File: src/rtl/key_switch_conditioner.sv
// Key debouncer with press pulses, plus 2-flop synchronizers for switches.
// Optional hold-to-repeat pulses: define KEY_SWITCH_CONDITIONER_AUTOREPEAT_EN.
module key_switch_conditioner #(
    parameter int DEBOUNCE_CYCLES = 500000,
    parameter int REPEAT_DELAY    = 25000000,
    parameter int REPEAT_PERIOD   = 10000000
) (
    input  logic       clk,
    input  logic       reset,
    input  logic [3:0] resetSetLoadStartIn,
    input  logic [3:0] toggleSwitches17To14In,
    input  logic [3:0] toggleSwitches13To10In,
    input  logic       demoOrRealModeIn,
    input  logic       monitorOrMissedSceneIn,
    output logic [3:0] keyLevelOut,
    output logic [3:0] keyPressPulseOut,
    output logic [3:0] toggleSwitches17To14Out,
    output logic [3:0] toggleSwitches13To10Out,
    output logic       demoOrRealModeOut,
    output logic       monitorOrMissedSceneOut
);

    localparam int CW = $clog2(DEBOUNCE_CYCLES);
    localparam logic [CW-1:0] CNT_MAX = CW'(DEBOUNCE_CYCLES - 1);
    localparam logic [CW-1:0] CNT_ONE = CW'(1);

    logic [3:0]    r_key_s1;
    logic [3:0]    r_key_s2;
    logic [3:0]    r_level;
    logic [3:0]    r_pulse;
    logic [CW-1:0] r_cnt [4];
    logic [9:0]    r_sw_s1;
    logic [9:0]    r_sw_s2;

    logic [3:0] w_key_sync;
    logic [3:0] w_hit;
    logic [3:0] w_press;
    logic [3:0] w_pulse_next;

    assign w_key_sync = ~r_key_s2;

    // w_hit: the new level has been stable long enough to be accepted now
    always_comb begin
        w_hit = '0;
        for (int i = 0; i < 4; i++) begin
            w_hit[i] = (w_key_sync[i] != r_level[i]) && (r_cnt[i] == CNT_MAX);
        end
    end

    assign w_press = w_hit & ~r_level;

    always_ff @(posedge clk) begin
        if (reset) begin
            r_key_s1 <= '1;
            r_key_s2 <= '1;
            r_level  <= '0;
            r_pulse  <= '0;
            r_sw_s1  <= '0;
            r_sw_s2  <= '0;
            for (int i = 0; i < 4; i++) begin
                r_cnt[i] <= '0;
            end
        end else begin
            r_key_s1 <= resetSetLoadStartIn;
            r_key_s2 <= r_key_s1;
            r_level  <= r_level ^ w_hit;
            r_pulse  <= w_pulse_next;
            r_sw_s1  <= {toggleSwitches17To14In, toggleSwitches13To10In,
                         demoOrRealModeIn, monitorOrMissedSceneIn};
            r_sw_s2  <= r_sw_s1;
            for (int i = 0; i < 4; i++) begin
                if (w_key_sync[i] == r_level[i] || w_hit[i]) begin
                    r_cnt[i] <= '0;
                end else begin
                    r_cnt[i] <= r_cnt[i] + CNT_ONE;
                end
            end
        end
    end

`ifdef KEY_SWITCH_CONDITIONER_AUTOREPEAT_EN
    localparam int HMAX = (REPEAT_DELAY > REPEAT_PERIOD) ? REPEAT_DELAY : REPEAT_PERIOD;
    localparam int HW   = $clog2(HMAX + 1);
    localparam logic [HW-1:0] DLY_MAX = HW'(REPEAT_DELAY - 1);
    localparam logic [HW-1:0] PER_MAX = HW'(REPEAT_PERIOD - 1);
    localparam logic [HW-1:0] HLD_ONE = HW'(1);

    logic [HW-1:0] r_hold [4];
    logic [3:0]    r_rep;
    logic [3:0]    w_release;
    logic [3:0]    w_repeat;

    assign w_release = w_hit & r_level;

    // r_rep selects the repeat period once the initial delay has elapsed
    always_comb begin
        w_repeat = '0;
        for (int i = 0; i < 4; i++) begin
            w_repeat[i] = r_level[i] && !w_release[i] &&
                          (r_hold[i] == (r_rep[i] ? PER_MAX : DLY_MAX));
        end
    end

    assign w_pulse_next = w_press | w_repeat;

    always_ff @(posedge clk) begin
        if (reset) begin
            r_rep <= '0;
            for (int i = 0; i < 4; i++) begin
                r_hold[i] <= '0;
            end
        end else begin
            for (int i = 0; i < 4; i++) begin
                if (!r_level[i] || w_release[i]) begin
                    r_hold[i] <= '0;
                    r_rep[i]  <= 1'b0;
                end else if (w_repeat[i]) begin
                    r_hold[i] <= '0;
                    r_rep[i]  <= 1'b1;
                end else begin
                    r_hold[i] <= r_hold[i] + HLD_ONE;
                end
            end
        end
    end
`else
    logic w_unused_repeat_cfg;

    assign w_unused_repeat_cfg = (REPEAT_DELAY > 0) ^ (REPEAT_PERIOD > 0);
    assign w_pulse_next        = w_press;
`endif

    assign keyLevelOut             = r_level;
    assign keyPressPulseOut        = r_pulse;
    assign toggleSwitches17To14Out = r_sw_s2[9:6];
    assign toggleSwitches13To10Out = r_sw_s2[5:2];
    assign demoOrRealModeOut       = r_sw_s2[1];
    assign monitorOrMissedSceneOut = r_sw_s2[0];

endmodule

File: config.mk
export PLATFORM = sky130hd
export DESIGN_NAME = key_switch_conditioner
export DESIGN_NICKNAME = d
export VERILOG_FILES = /design/src/rtl/key_switch_conditioner.sv
export SDC_FILE = /design/constraint.sdc
export NUM_CORES = 1
export LEC_CHECK = 0
export CORE_MARGIN = 8
export CORE_UTILIZATION = 55
export CTS_CLUSTER_SIZE = 12
export DETAILED_ROUTE_END_ITERATION = 6
export DONT_BUFFER_PORTS = 1
export MAX_ROUTING_LAYER = met4
export PLACE_DENSITY = 0.73
export SLEW_MARGIN = 10
export SYNTH_ARGS = -nofsm -noshare
export SYNTH_HDL_FRONTEND = slang
export SYNTH_SLANG_ARGS = --single-unit
File: constraint.sdc
create_clock -name clk -period 2.1 [get_ports clk]
set_input_delay 0.42 -clock clk [delete_from_list [all_inputs] [get_ports clk]]
set_output_delay 0.42 -clock clk [all_outputs]
set_load 0.005 [all_outputs]
==> results of run 1 <==
==> cell type report <==
type | instances | area, um2
Clock buffer | 11 | 162.7
Tap cell | 133 | 166.4
Sequential cell | 112 | 3003
Clock inverter | 5 | 36.28
Inverter | 11 | 41.29
Timing Repair Buffer | 16 | 123.9
Multi-Input combinational cell | 431 | 2482
Fill cell | 791 | 3578
==> worst max-delay path, cell delays in order (launching register included) <==
cell and delay, ps:
edfxtp_1 410, ha_2 230, nand4_1 140, or4_4 570, or3_1 330, a21oi_1 160
==> timing repair <==
item	CTS	global route
endpoints found under the hold margin	0	0
resized for setup	0	5
setup endpoints to repair	0	32
==> worst min-delay path by stage <==
stage                      startpoint             end  slack [ps]  cells after the start
after detailed placement  r_key_s1[0]     r_key_s2[0]         390                      1
after global placement    r_key_s1[3]     r_key_s2[3]         390                      1
after floorplan           r_key_s1[0]     r_key_s2[0]         390                      1
final                           reset  keyLevelOut[3]         100                      1
after global routing            reset  keyLevelOut[0]          70                      1
after CTS                       reset  keyLevelOut[0]          60                      1
==> sequential cells by signal, summed over array words and instances, names as in the netlist <==
| name | flops |
|---|---|
| keyPressPulseOut | 4 |
| r_sw_s1 | 10 |
| r_cnt | 76 |
| r_key_s1 | 4 |
| r_sw_s2 | 10 |
| r_key_s2 | 4 |
| keyLevelOut | 4 |
==> power by group through the flow <==
stage	combinational [mW]	sequential (mW)	clock, mW
6_report	0.167	2.52	1.27
3_3_place_gp	0.157	2.57	0
2_1_floorplan	0.145	2.55	0
3_5_place_dp	0.161	2.57	0
4_1_cts	0.162	2.52	1.32
5_1_grt	0.192	2.54	1.40
==> routing by layer <==
metal	global-route usage [%]	part of all wire (%)	routed length, um
met1	19.70	47	4364
met4	7.365	2.1	190
met2	24.76	47	4331
met3	3.217	4.0	374
met5	-	0	0
==> cell usage in the layout (no fill, tap or decap), types with 2 or more instances in the layout <==
cell type	instances
clkinv_2	2
and4_2	2
conb_1	76
o21ai_0	10
nand2_1	25
xnor2_1	28
nor4b_1	4
nand4_1	26
and4_1	7
edfxtp_1	76
buf_4	15
or4_1	7
inv_1	11
dfxtp_1	36
inv_6	2
nor3_1	7
o31ai_2	2
nor4_1	18
or2_2	10
nor2_1	73
a21oi_1	16
ha_1	7
and2_1	2
nor2b_1	24
xor2_1	28
or4_4	2
nand3_1	29
or3_2	2
or3_1	11
clkbuf_8	10
o31ai_1	5
==> metrics by stage <==
stage	util (%)	hold WS [ps]	cells
2_1_floorplan	-	389.5	571
3_3_place_gp	60.45	391.5	703
3_5_place_dp	60.45	393.6	703
4_1_cts	62.52	63.41	719
5_1_grt	62.70	69.34	719
6_report	62.70	97.27	719
==> cell families after synthesis <==
family,Yosys count,synth area share [%]
DFF,112,56.52
other,1,0.07059
adders and majority gates,8,1.884
and+or+nand+nor,255,25.81
AOI/OAI and AO/OA,36,4.169
xor gates and xnor gates,56,9.232
buffers and inverters,28,2.308
==> results.cfg, run 1 <==
[outcome]
outcome = finished clean

[clock_tree]
clkSinkCount = 112
cts_max_level = 3
cts_tree = done
clock_path_buffers = 2
numCtsBuffers = 9
post_cts_buffers = 0
clk_latency_ps = 380
clock_tree.root_cell = clkbuf_8
cts_hold_buf = 0
cts.clk_slew.worst_paths_ps = 100

[sta]
setup_tns_ps = 0
skew_ps = 7.466
hold_violations = 0
finalCritPeriodShare_pct = 94.38
setup_ws_ps = 117.9
fmax_mhz = 504.5
rsz0062_at_grt = false
slew_violations = 0
period_minus_slack_ps = 1982
setup_viol = 0

[die]
start_util_pct = 55.37
coreArea_mm2 = 0.009594
dieArea_mm2 = 0.01306
die_h_um = 114.3
ioPinCount = 34
rows = 36
die_w_um = 114.3

[power_and_ir_drop]
finalPower_mw = 3.958
power_frac_seq_pct = 63.8
powerDensity_mw_per_mm2 = 657.9
pwr-share-comb_pct = 4.2
p_switching_mw = 0.9017
ir_worst_vdd_mv = 0.3470
pwr-share-clk_pct = 32.0
internal_power_mw = 3.056
power_leakage_nw = 2.025
p_sw_share_pct = 22.78

[setup_path]
reg2reg_depth = 5
reg2reg_to = r_cnt[2][18]
path_class = reg2reg
worst_ep_arrival_time_ps = 2220
crit_end = r_cnt[2][18]
cp-end-kind = flip-flop
crit_start = r_cnt[2][0]
r2r_setup_slack_ps = 120
start_kind = flip-flop
cp_max_fo = 4
worstPathRequired_ps = 2330
timing.rr.start = r_cnt[2][0]

[route]
postRouteAntennaNets = 0
via_count = 3686
routedWlPerCell_um = 12.88
drt_wl_total_um = 9260
dr.pass1.iters = 4
drt_iter0_markers = 184
via_per_inst = 5.127
drc_errors = 0

[synth]
ys_types = 40
syn_avg_cell_area_um2 = 10.71
syn_inst = 496
synth_edf_count = 76
netlist_area_mm2 = 0.005313
synthFlopType = edfxtp_1
synth_top_area_cell = edfxtp_1
ys_seq_area_share_pct = 56.52
async_reset_ff_share_pct = 0
yosysTopAreaCellShare_pct = 42.96
synthTopCellsByCount = edfxtp_1, nor2_1, dfxtp_1, nand3_1
synthTopCellsByArea = edfxtp_1, dfxtp_1, nor2_1, xnor2_1, xor2_1
synth_most_common_cell = edfxtp_1
synth_warnings = 0
ys_ff_latch = 112

[global_routing]
grt_usage_pct = 15.94
grt_pass1_vias = 3515
antenna_found_initial = 0
grt_max_degree = 41
grt_remaining_overflow = 0
grt_first_pass_wirelength_um = 16210

[placement]
gp_congestion = 0.8625
port-buffer-count = 0
dpl.hpwl_um = 6780
pre_cts_slack_ps = 128.5
placed_area_mm2 = 0.005799

[final_layout]
antennaDiodeCount = 0
fin_area_mm2 = 0.006016
area_growth_pct = 13.24
drive_gt1_share_pct = 9.386
final_nets = 605

[flow_run]
maxCapViolations = 0

[worst_hold_path]
hold_class = in2reg
No activity file was read; power rests on OpenSTA's default activity.
==> inputs of run 2 (changes only) <==
--- a/config.mk
+++ b/config.mk
@@ -7,6 +7,7 @@
 export LEC_CHECK = 0
 export CORE_MARGIN = 8
 export CORE_UTILIZATION = 55
+export CTS_BUF_LIST = sky130_fd_sc_hd__clkbuf_8
 export CTS_CLUSTER_SIZE = 12
 export DETAILED_ROUTE_END_ITERATION = 6
 export DONT_BUFFER_PORTS = 1
==> run 2 against run 1 <==
Worst setup slack barely moved. Register-to-register slack barely moved. Total power grew 1.2%. Die area unchanged. Sequential power is essentially flat. Largest power group unchanged.
==> results.cfg, run 2 (synthesized netlist as in run 1, its figures left out) <==
[power_and_ir_drop]
power_leakage_nw = 2.027
finalPower_mw = 4.004
ir_worst_vdd_mv = 0.3471
powerDensity_mw_per_mm2 = 665.0

[route]
postRouteAntennaNets = 0
via_count = 3687
highest_layer = met4
wl_met2_um = 4329
drc_errors = 0
via_per_inst = 5.128
met3WireLength_um = 374
drt_wl_total_um = 9256
dr.pass1.iters = 4
routedWlPerCell_um = 12.87
drt_iter0_markers = 184
wl_met1_um = 4361

[clock_tree]
clk_latency_ps = 380
numCtsBuffers = 9
clock_tree.root_cell = clkbuf_8
clock_path_buffers = 2
cts.clk_slew.worst_paths_ps = 100
cts_tree = done
cts_max_level = 3
clkSinkCount = 112
post_cts_buffers = 0

[sta]
skew_ps = 7.251
slew_violations = 0
setup_ws_ps = 118.3
hold_violations = 0
setup_viol = 0
fmax_mhz = 504.6
period_minus_slack_ps = 1982
rsz0062_at_grt = false
finalCritPeriodShare_pct = 94.37
setup_tns_ps = 0

[worst_hold_path]
min_to = keyLevelOut[0]
worstHoldStart = reset
hold_depth = 1
hold_class = in2reg

[final_layout]
mostFrequentLayoutCells = edfxtp_1, conb_1, nor2_1, dfxtp_1, nand3_1
fin_cells = 719
drive_gt1_share_pct = 9.386
antennaDiodeCount = 0
utilization_pct = 62.75
final_nets = 605
largest_reg_flops = 76
area_growth_pct = 13.33
top_register = r_cnt
reg_top3 = r_cnt (76), r_sw_s1 (10), r_sw_s2 (10)

[setup_path]
reg2reg_depth = 5
cp-end-kind = flip-flop
worst_ep_arrival_time_ps = 2220
cp_max_fo = 4
start_kind = flip-flop
worstPathRequired_ps = 2330
timing.rr.start = r_cnt[2][0]
reg2reg_to = r_cnt[2][18]
r2r_setup_slack_ps = 120
path_class = reg2reg

[flow_run]
maxCapViolations = 0

[die]
die_w_um = 114.3
rows = 36
ioPinCount = 34
dieArea_mm2 = 0.01306
start_util_pct = 55.37
die_h_um = 114.3
coreArea_mm2 = 0.009594

[outcome]
outcome = finished clean

[global_routing]
grt_remaining_overflow = 0
grt_usage_pct = 15.94
grt_first_pass_wirelength_um = 16210
grt_pass1_vias = 3515
grt_max_degree = 41
antenna_found_initial = 0

[placement]
port-buffer-count = 0
dp.cells = 703
pre_cts_slack_ps = 128.5
gp_congestion = 0.8625
dpl.hpwl_um = 6780
==> run 2: worst max-delay path by stage <==
stage	startpoint	end	slack (ps)	cells past startpoint
after floorplan	r_cnt[1][0]	r_cnt[1][10]	60	6
after global placement	r_cnt[3][6]	r_cnt[3][8]	190	5
after detailed placement	r_cnt[3][6]	r_cnt[3][3]	130	5
after CTS	r_cnt[2][0]	r_cnt[2][18]	100	5
after global routing	r_cnt[1][1]	r_cnt[1][5]	6	6
final	r_cnt[2][0]	r_cnt[2][18]	120	5
==> run 2: through the flow <==
step	hold WS, ps	cell area, um2
floorplan	389.5	5594
global placement	391.5	5799
detailed placement	393.6	5799
CTS	63.41	6003
global route	69.34	6021
finish	98.44	6021
==> run 2: power by group <==
| part | internal (mW) | switching (mW) |
|---|---|---|
| Clock | 0.591 | 0.722 |
| Sequential | 2.44 | 0.0846 |
| Combinational | 0.0733 | 0.0933 |
| Total | 3.10 | 0.900 |
==> run 2: metal layers <==
layer  vias to the layer above  GRT usage [%]
met4                         0          7.365
met3                        14          3.217
li1                       1892              -
met1                      1721          19.70
met2                        60          24.76
met5                         -              -
==> run 2: worst max-delay path: stages (launching register included) <==
cell and delay, ps:
edfxtp_1 410, ha_2 230, nand4_1 140, or4_4 570, or3_1 330, a21oi_1 160
==> run 2: final cells by class <==
cell class	count	area, um2
flip-flops and latches	112	3003
inverters	11	41.29
clock buffers	10	137.6
fillers	790	3573
repair buffers	16	123.9
well taps	133	166.4
clock inverters	6	66.31
multi-input cells	431	2482
==> run 2: what timing repair did <==
item                       4_1_cts  5_1_grt
hold buffers                     0        0
setup endpoints to repair        0       32
resized for setup                0        5
